File: config.mk
export PLATFORM = sky130hd
export DESIGN_NAME = speaker_fifo
export DESIGN_NICKNAME = d
export VERILOG_FILES = /design/src/rtl/speaker_pkg.sv /design/src/rtl/speaker_sample_fifo.sv /design/src/rtl/speaker_fifo.sv
export SDC_FILE = /design/constraint.sdc
export NUM_CORES = 1
export LEC_CHECK = 0
export ABC_AREA = 1
export BUFFER_PORTS_ARGS = -buffer_cell sky130_fd_sc_hd__clkbuf_2
export CAP_MARGIN = 20
export CORE_ASPECT_RATIO = 1.75
export CORE_MARGIN = 4
export CORE_UTILIZATION = 49
export DETAILED_ROUTE_END_ITERATION = 10
export HOLD_SLACK_MARGIN = 0.05
export PLACE_DENSITY = 0.74
export SYNTH_ARGS = -nofsm -noshare
export SYNTH_HDL_FRONTEND = slang
export SYNTH_HIERARCHICAL = 1
export SYNTH_SLANG_ARGS = --single-unit
export TNS_END_PERCENT = 30
File: constraint.sdc
create_clock -name clock_25m -period 5.15 [get_ports clock_25m]
set_clock_uncertainty 0.2 [all_clocks]
set_input_delay 0.515 -clock clock_25m [delete_from_list [all_inputs] [get_ports clock_25m]]
set_output_delay 0.515 -clock clock_25m [all_outputs]
set_load 0.1 [all_outputs]
File: src/rtl/speaker_pkg.sv
// Shared definitions for the speaker FIFO: CPU and play FSM encodings, decay field width.
package speaker_pkg;

  typedef enum logic [1:0] {
    CPU_RESET,
    CPU_IDLE,
    CPU_PUSH,
    CPU_RESP
  } cpu_state_t;

  typedef enum logic [2:0] {
    PLAY_RESET,
    PLAY0,
    PLAY1,
    LOAD,
    PULSE0,
    PULSE1
  } play_state_t;

  localparam int DECAY_W = 12;

endpackage

File: src/rtl/speaker_sample_fifo.sv
// Synchronous sample FIFO with registered occupancy; push when full and pop when empty are ignored.
module speaker_sample_fifo #(
  parameter int W     = 48,
  parameter int DEPTH = 8
) (
  input  logic                     clk,
  input  logic                     rst,
  input  logic                     en,
  input  logic                     push,
  input  logic                     pop,
  input  logic [W-1:0]             din,
  output logic [W-1:0]             dout,
  output logic                     full,
  output logic                     empty,
  output logic [$clog2(DEPTH):0]   level
);
  localparam int AW = $clog2(DEPTH);

  logic [W-1:0]  mem [DEPTH];
  logic [AW-1:0] wr_ptr, rd_ptr;
  logic          do_push, do_pop;

  assign full    = (level == (AW+1)'(DEPTH));
  assign empty   = (level == '0);
  assign do_push = push && !full;
  assign do_pop  = pop && !empty;
  assign dout    = mem[rd_ptr];

  always_ff @(posedge clk) begin
    if (en && do_push) mem[wr_ptr] <= din;
  end

  // Pointers wrap naturally because DEPTH is a power of two.
  always_ff @(posedge clk) begin
    if (en) begin
      if (rst) begin
        wr_ptr <= '0;
        rd_ptr <= '0;
        level  <= '0;
      end else begin
        if (do_push) wr_ptr <= wr_ptr + 1'b1;
        if (do_pop)  rd_ptr <= rd_ptr + 1'b1;
        if (do_push && !do_pop)      level <= level + 1'b1;
        else if (do_pop && !do_push) level <= level - 1'b1;
      end
    end
  end

endmodule

File: src/rtl/speaker_fifo.sv
// CPU handshake into a sample FIFO, serialised MSB-first to a WM8731 DAC once per 8.1 kHz frame.
// Define SPEAKER_DECAY_EN to make underrun replays decay toward zero instead of repeating.
module speaker_fifo import speaker_pkg::*; #(
  parameter int SAMPLE_W   = 24,
  parameter int FIFO_DEPTH = 8,
  parameter int STEREO     = 0
) (
  input  logic                          clock_25m,
  input  logic                          reset_25m,
  input  logic                          clock_valid,
  input  logic                          clock_8_1k,
  input  logic                          codec_initialized,
  input  logic                          speaker_command,
  output logic                          speaker_response,
  input  logic [31:0]                   speaker_sample,
  output logic [$clog2(FIFO_DEPTH):0]   fifo_level,
  output logic                          underrun,
  output logic                          AUD_XCK,
  output logic                          AUD_BCLK,
  output logic                          AUD_DACLRCK,
  output logic                          AUD_DACDAT
);
  localparam int FW = 2 * SAMPLE_W;

  cpu_state_t    cpu_state, cpu_next;
  play_state_t   play_state, play_next;
  logic          fifo_push, fifo_pop, fifo_full, fifo_empty;
  logic [FW-1:0] fifo_din, fifo_dout, hold, shift, replay, load_val;
  logic          bclk, lrck, frame_prev, frame_edge;
  logic          sample_edge, do_shift, do_load, lr_toggle;
  logic [1:0]    sync_8_1k;
  logic [SAMPLE_W-1:0] left, right;
  logic          sample_unused;

  assign sample_unused = ^speaker_sample;

  always_comb begin
    left  = '0;
    right = '0;
    if (STEREO != 0) begin
      left[SAMPLE_W-1 -: 16]  = speaker_sample[31:16];
      right[SAMPLE_W-1 -: 16] = speaker_sample[15:0];
    end else begin
      left  = speaker_sample[31 -: SAMPLE_W];
      right = speaker_sample[31 -: SAMPLE_W];
    end
    fifo_din = {left, right};
  end

  speaker_sample_fifo #(.W(FW), .DEPTH(FIFO_DEPTH)) u_fifo (
    .clk   (clock_25m),
    .rst   (reset_25m),
    .en    (clock_valid),
    .push  (fifo_push),
    .pop   (fifo_pop),
    .din   (fifo_din),
    .dout  (fifo_dout),
    .full  (fifo_full),
    .empty (fifo_empty),
    .level (fifo_level)
  );

  // CPU handshake FSM
  always_ff @(posedge clock_25m) begin
    if (clock_valid) begin
      if (reset_25m) cpu_state <= CPU_RESET;
      else           cpu_state <= cpu_next;
    end
  end

  always_comb begin
    cpu_next = cpu_state;
    case (cpu_state)
      CPU_RESET: cpu_next = CPU_IDLE;
      CPU_IDLE:  if (speaker_command && codec_initialized && !fifo_full) cpu_next = CPU_PUSH;
      CPU_PUSH:  cpu_next = CPU_RESP;
      CPU_RESP:  if (!speaker_command) cpu_next = CPU_IDLE;
      default:   cpu_next = CPU_RESET;
    endcase
  end

  always_comb begin
    fifo_push = (cpu_state == CPU_PUSH);
  end

  always_ff @(posedge clock_25m) begin
    if (clock_valid) begin
      if (reset_25m) speaker_response <= 1'b0;
      else           speaker_response <= (cpu_state == CPU_RESP) && speaker_command;
    end
  end

  // Play FSM: PLAY0/PLAY1 track the BCLK phase; LOAD..PULSE1 frame one BCLK of DACLRCK high.
  always_ff @(posedge clock_25m) begin
    if (clock_valid) begin
      if (reset_25m) play_state <= PLAY_RESET;
      else           play_state <= play_next;
    end
  end

  always_comb begin
    play_next = play_state;
    case (play_state)
      PLAY_RESET: play_next = bclk ? PLAY0 : PLAY1;
      PLAY0:      play_next = frame_edge ? LOAD : PLAY1;
      PLAY1:      play_next = PLAY0;
      LOAD:       play_next = PULSE0;
      PULSE0:     play_next = PULSE1;
      PULSE1:     play_next = PLAY0;
      default:    play_next = PLAY_RESET;
    endcase
  end

  always_comb begin
    sample_edge = (play_state == PLAY0);
    do_shift    = (play_state == PLAY1);
    do_load     = (play_state == LOAD);
    lr_toggle   = (play_state == LOAD) || (play_state == PULSE1);
  end

  assign fifo_pop   = do_load;
  assign frame_edge = sync_8_1k[1] && !frame_prev;

`ifdef SPEAKER_DECAY_EN
  function automatic logic [SAMPLE_W-1:0] decay(input logic [SAMPLE_W-1:0] s);
    logic [DECAY_W-1:0]  f;
    logic [SAMPLE_W-1:0] r;
    f = s[SAMPLE_W-2 -: DECAY_W];
    if (!s[SAMPLE_W-1] && (f != '0))     f = f - 1'b1;
    else if (s[SAMPLE_W-1] && (f != '1)) f = f + 1'b1;
    r = {SAMPLE_W{s[SAMPLE_W-1]}};
    r[SAMPLE_W-2 -: DECAY_W] = f;
    return r;
  endfunction

  assign replay = {decay(hold[FW-1 -: SAMPLE_W]), decay(hold[SAMPLE_W-1:0])};
`else
  assign replay = hold;
`endif

  assign load_val = fifo_empty ? replay : fifo_dout;

  always_ff @(posedge clock_25m) begin
    if (clock_valid) begin
      if (reset_25m) begin
        bclk       <= 1'b0;
        lrck       <= 1'b0;
        sync_8_1k  <= 2'b00;
        frame_prev <= 1'b0;
        hold       <= '0;
        shift      <= '0;
        underrun   <= 1'b0;
      end else begin
        bclk      <= ~bclk;
        sync_8_1k <= {sync_8_1k[0], clock_8_1k};
        if (sample_edge) frame_prev <= sync_8_1k[1];
        if (lr_toggle)   lrck <= ~lrck;
        if (do_load) begin
          hold  <= load_val;
          shift <= load_val;
          if (fifo_empty) underrun <= 1'b1;
        end else if (do_shift) begin
          shift <= {shift[FW-2:0], shift[FW-1]};
        end
      end
    end
  end

  assign AUD_BCLK    = bclk;
  assign AUD_XCK     = bclk;
  assign AUD_DACLRCK = lrck;
  assign AUD_DACDAT  = shift[FW-1];

endmodule

# Word level (Yosys, flattened, before mapping)
# Memory sizes are Yosys's and may differ from the RTL's. A register that Yosys moved wholly into a read port is not among the register bits.
# Cells that the tools add are included.
classes:
  addsub: 4
  eq_ne: 11
  bitwise: 2
  n_mux: 22
  reduce_logical: 36
ops:
  columns: ["op", "count"]
  rows:
  - ["$mux W48", 4]
  - ["$pmux W3 S5", 1]
  - ["$reduce_and A2 Y1", 7]
  - ["$mux W3", 4]
  - ["$reduce_bool A2 Y1", 6]
  - ["$logic_and A1 B1 Y1", 9]
  - ["$mux W4", 2]
  - ["$pmux W2 S4", 1]
  - ["$mux W1", 7]
  - ["$add A3 B1 Y3 const B", 2]
  - ["$eq A3 B2 Y1 const B", 2]
  - ["$eq A3 B3 Y1 const B", 2]
  - ["$mux W2", 3]
  - ["$ne A3 B3 Y1 const B", 2]
  - ["$reduce_and A3 Y1", 2]
  - ["$reduce_bool A3 Y1", 2]
  - ["$logic_not A1 Y1", 5]
  - ["$add A4 B1 Y4 const B", 1]
  - ["$eq A2 B2 Y1 const B", 2]
  - ["$eq A4 B4 Y1 const B", 1]
  - ["$logic_not A4 Y1", 1]
  - ["$sub A4 B1 Y4 const B", 1]
  - ["$eq A3 B1 Y1 const B", 1]
  - ["$logic_not A3 Y1", 1]
  - ["other kinds (5)", 6]
word_totals:
  regBits: 118
  memories: 1
  ramBits: 384
memory_table:
  columns: ["memory", "words", "word_bits", "read_ports", "rd_ports_with_merged_regs", "write_ports", "line_no", "rtl"]
  rows:
  - ["u_fifo.mem", 8, 48, 1, 1, 1, "speaker_sample_fifo.sv:19", "logic [W-1:0] mem [DEPTH];"]

# Longest topological paths before layout
logic_depth:
  word_depth: 7
  mapped_depth: 14
  mapped_depth_nobuf: 13

# Cells and area by module
# Netlist, hierarchy kept.
by_module_without_submodules:
  columns: ["module", "seq_area_each_um2", "cells_per_inst", "area_per_inst_um2", "instances"]
  rows:
  - ["speaker_sample_fifo", 11891.4, 1268, 15758.9, 1]
  - ["speaker_fifo", 3243.1, 513, 5233.8, 1]

# Least setup slack after synthesis
# OpenSTA, ideal clock, no wires.
synth_path:
  kind: "reg2reg"
  from: "register u_fifo.level[1]"
  to: "memory u_fifo.mem[0][0] (enable)"
  setup_time_ps: 454
  path_stages_with_launch: 6
  arrival_time_ps: 3736
  t_required_ps: 4496
  slack_ps: 761
  cell_sequence: "edfxtp_1 -> nor2_1 -> nand3_1 -> nand3_1 -> or2_2 -> nor2_1"
synth_via:
  elab_chain_cells: 6
synth_rtl:
  columns: ["element", "line_no", "rtl"]
  rows:
  - ["from (decl)", "speaker_sample_fifo.sv:15", "output logic [$clog2(DEPTH):0] level"]
  - ["from (signal assigned)", "speaker_sample_fifo.sv:43", "if (do_push && !do_pop) level <= level + 1'b1;"]
  - ["from (signal assigned)", "speaker_sample_fifo.sv:44", "else if (do_pop && !do_push) level <= level - 1'b1;"]
  - ["$eq A4 B4 Y1", "speaker_sample_fifo.sv:23", "assign full = (level == (AW+1)'(DEPTH));"]
  - ["$logic_not A1 Y1", "speaker_sample_fifo.sv:25", "assign do_push = push && !full;"]
  - ["$logic_and A1 B1 Y1", "speaker_sample_fifo.sv:25", null]
  - ["$logic_and A1 B1 Y1", "speaker_sample_fifo.sv:30", "if (en && do_push) mem[wr_ptr] <= din;"]
  - ["$mux W1", "speaker_sample_fifo.sv:30", null]
  - ["$mux W1 (implied by the code)", "speaker_sample_fifo.sv:30", null]
  - ["to (decl)", "speaker_sample_fifo.sv:19", null]
# Every way passes these cells.

==> results.md <==
- First-pass GRT wire length: 68.0 mm
- Post-synth EDFFs: about 500
- WL/cell: between 15 and 20 um
- Setup tns final: 0 ps
- Antenna Nets Post-Route: 0
- Final setup fails: 0
- Worst EP arrival: between 3000 and 4000 ps
- Top post-synthesis cells by area: edfxtp_1, nor2_1, nand2_1
- Clock-pin slew on the worst setup and hold paths: ~70 ps
- Worst-margin pin slew: about 1100 ps
- Hold_ws: about 85 ps
- Largest net degree at the start of global routing: between 100 and 150
- Nets@finish: 1833
- Pwr Density: 370 nW/um^2
- Hpwl dp: ~23 mm
- Headroom to the max-slew limit: 0.279
- Crit Path Class: reg2reg
- Critical-path top delay cell: dfxtp_4
- # Max-Cap Violations: 0
- Synthesized instance count: 1781
- Fmax: around 290 MHz
- TritonRoute pass-1 iters: 7
- Final critical-path share of the clock period: 0.679
- Hold_buf cts: 0
- # IOs: 48
- Avg Inst Size Synth: ~12 um^2
- Setup WS pre-CTS: roughly 1600 ps
- Final Hold Viols: 0
- GRT overflow: 0
- RSZ-0062 raised after global routing: false
- Area of the mapped netlist: roughly 21000 um^2
- Routability congestion estimate: around 0.76
- WP data required: ~5200 ps
- Ys Warns: 6
- Num CTS Buffers: 40
- Synth unique cells: 34
- CP max stage delay: 910 ps
- Post-synth top flop: edfxtp_1
- Share of synthesized registers carrying an async set or reset: 0
- CP endpoint kind: register
- Tmin final: 3500 ps
- Fin worst setup slack: roughly 1700 ps
- CTS tree: yes
- Seq/Total Area, Yosys: 0.721
- Startpoint types: register
- Core Region: about 42000 um^2
- Worst-Skew Late Latency: roughly 540 ps
- Leak: between 8 and 9 nW
- Post-synth top area share: 0.718
- Crit path top cell by count: nand2_1
- Post-placement cell count: roughly 2300
- Hold crit path type: in2reg
- Status: complete, no violations
- Routed vias/inst: about 5.4
- Max-slew violations: 0
- Die Wd: around 160 um
- Net Count, Synth: between 1500 and 2000
- DRT iter0 DRCs: 1164
- Vias in the first global route: between 10000 and 15000
- Post-Route WL: ~43 mm
- Area leader, netlist: edfxtp_1
- Crit path max fanout: between 80 and 90
- Starting Density: 0.495
- Tot GR Track Use: 0.187
- PostCTS Resize Cnt: 0
- Overall power consumption: 8.46 mW
- Antenna violations before repair: 2
- Non-Filler Instances: approximately 2400
- CP Cell Sequence: inv_4 > buf_16 > buf_12 > o21ai_0 > o21ai_1 > nand2_1 > nand2_1 > or2_2 > nand3_1 > a21oi_1
- Postcts setup bufs: 0
- Layout cells sized above 1: 0.102
- DIE HEIGHT: 282 um
- Root buffer cell: clkbuf_16
- Vias post-DR: between 10000 and 15000
- Clock Path Buffers: 3
- Peak supply drop: 0.000196 V
- IO buf count: 39
- # rows: 100
- Clock sinks: between 500 and 600
- Max H-tree Level: 2
- Area grow syn2layout: 8.95%
- Drc violations: 0
- Synth Register Bits: slightly above 500
- Die ar.: approximately 46000 um^2
## cell type report
type | count | area [um^2]
tap | 561 | 702
inverter | 113 | 440
timing repair buffer | 66 | 455
multi-input combinational | 1060 | 4890
clock inverter | 21 | 195
sequential | 505 | 15100
antenna | 1 | 2.50
clock buffer | 46 | 1040
fill | 3388 | 19500
## through the flow
stage                     cell area [um^2]  utilization
final                                22900        0.539
after global routing                 22900        0.539
after CTS                            22800        0.538
after detailed placement             21600        0.509
after global placement               21600        0.509
after floorplan                      21000            -
## synth_stat cells, types with 19 or more instances
cell,number
or2_2,36
buf_2,19
edfxtp_1,502
nand3_1,44
clkbuf_1,41
nand2_1,218
inv_1,110
nor2_1,383
a21oi_1,38
o21ai_0,151
o21ai_1,153
## where the power goes
part	switching [mW]	internal (mW)
logic	0.546	0.240
clock network	1.32	1.65
registers	0.0610	4.65
total	1.93	6.53
## sequential cells by signal (all words and copies together) (netlist names), named ones only
register,flops
hold,48
underrun,1
AUD_DACLRCK,1
cpu_state,2
play_state,3
u_fifo/wr_ptr,3
sync_8_1k,2
frame_prev,1
u_fifo/mem,384
AUD_BCLK,1
shift,48
u_fifo/rd_ptr,3
u_fifo/level,4
speaker_response,1
## routing by layer
| metal | track usage | share of wire |
|---|---|---|
| met2 | 0.349 | 0.55 |
| met5 | 0 | 0 |
| met4 | 0.0668 | 0.027 |
| met1 | 0.224 | 0.38 |
| met3 | 0.0173 | 0.048 |
## placed cells by master, fill, tap and decap left out, types with 2 or more instances in the layout
cell type | Yosys | layout
o21bai_1 | 2 | 2
bufinv_16 | 0 | 4
nand4_1 | 2 | 2
nor2_1 | 383 | 375
inv_2 | 2 | 4
o21ai_0 | 151 | 151
buf_4 | 16 | 23
clkinv_1 | 0 | 11
edfxtp_1 | 502 | 502
a211oi_2 | 10 | 10
buf_12 | 0 | 3
nor2_4 | 0 | 8
nand3_1 | 44 | 44
clkbuf_2 | 1 | 39
nand2_1 | 218 | 218
clkbuf_16 | 0 | 41
ha_1 | 8 | 8
o21ai_1 | 153 | 153
a21oi_1 | 38 | 37
dfxtp_4 | 0 | 2
clkbuf_1 | 41 | 5
clkinv_2 | 0 | 5
xnor2_1 | 3 | 3
a211oi_1 | 3 | 3
or2_2 | 36 | 36
inv_1 | 110 | 107
## final timing paths
| path | from | to | slack [ps] | cells after the start |
|---|---|---|---|---|
| max | register | shift[15] | 1650 | 10 |
| min | clock_8_1k | sync_8_1k[0] | 80 | 3 |
| max reg2reg | register | shift[15] | 1650 | 10 |
| min reg2reg | u_fifo/rd_ptr[2] | register | 320 | 2 |
## cells by family (layout without fill, tap and decap cells)
group | count (synthesis) | count (layout) | synth area share
XOR/XNOR | 3 | 3 | 0.00125
adder cells (fa/ha/maj) | 9 | 9 | 0.00572
buffers and inverters | 216 | 246 | 0.0496
AND/OR/NAND/NOR | 687 | 687 | 0.131
AO/OA/AOI/OAI | 361 | 361 | 0.0911
flip-flops | 505 | 505 | 0.721
other | 0 | 1 | 0
## worst max-delay path: cells and delay by family, from the launching register on
family,cells,cell delay (ps)
buffers and inverters,3,890
DFF,1,910
AOI/OAI and AO/OA,3,450
and+or+nand+nor,4,530
Power figures use the tool's default switching activity.
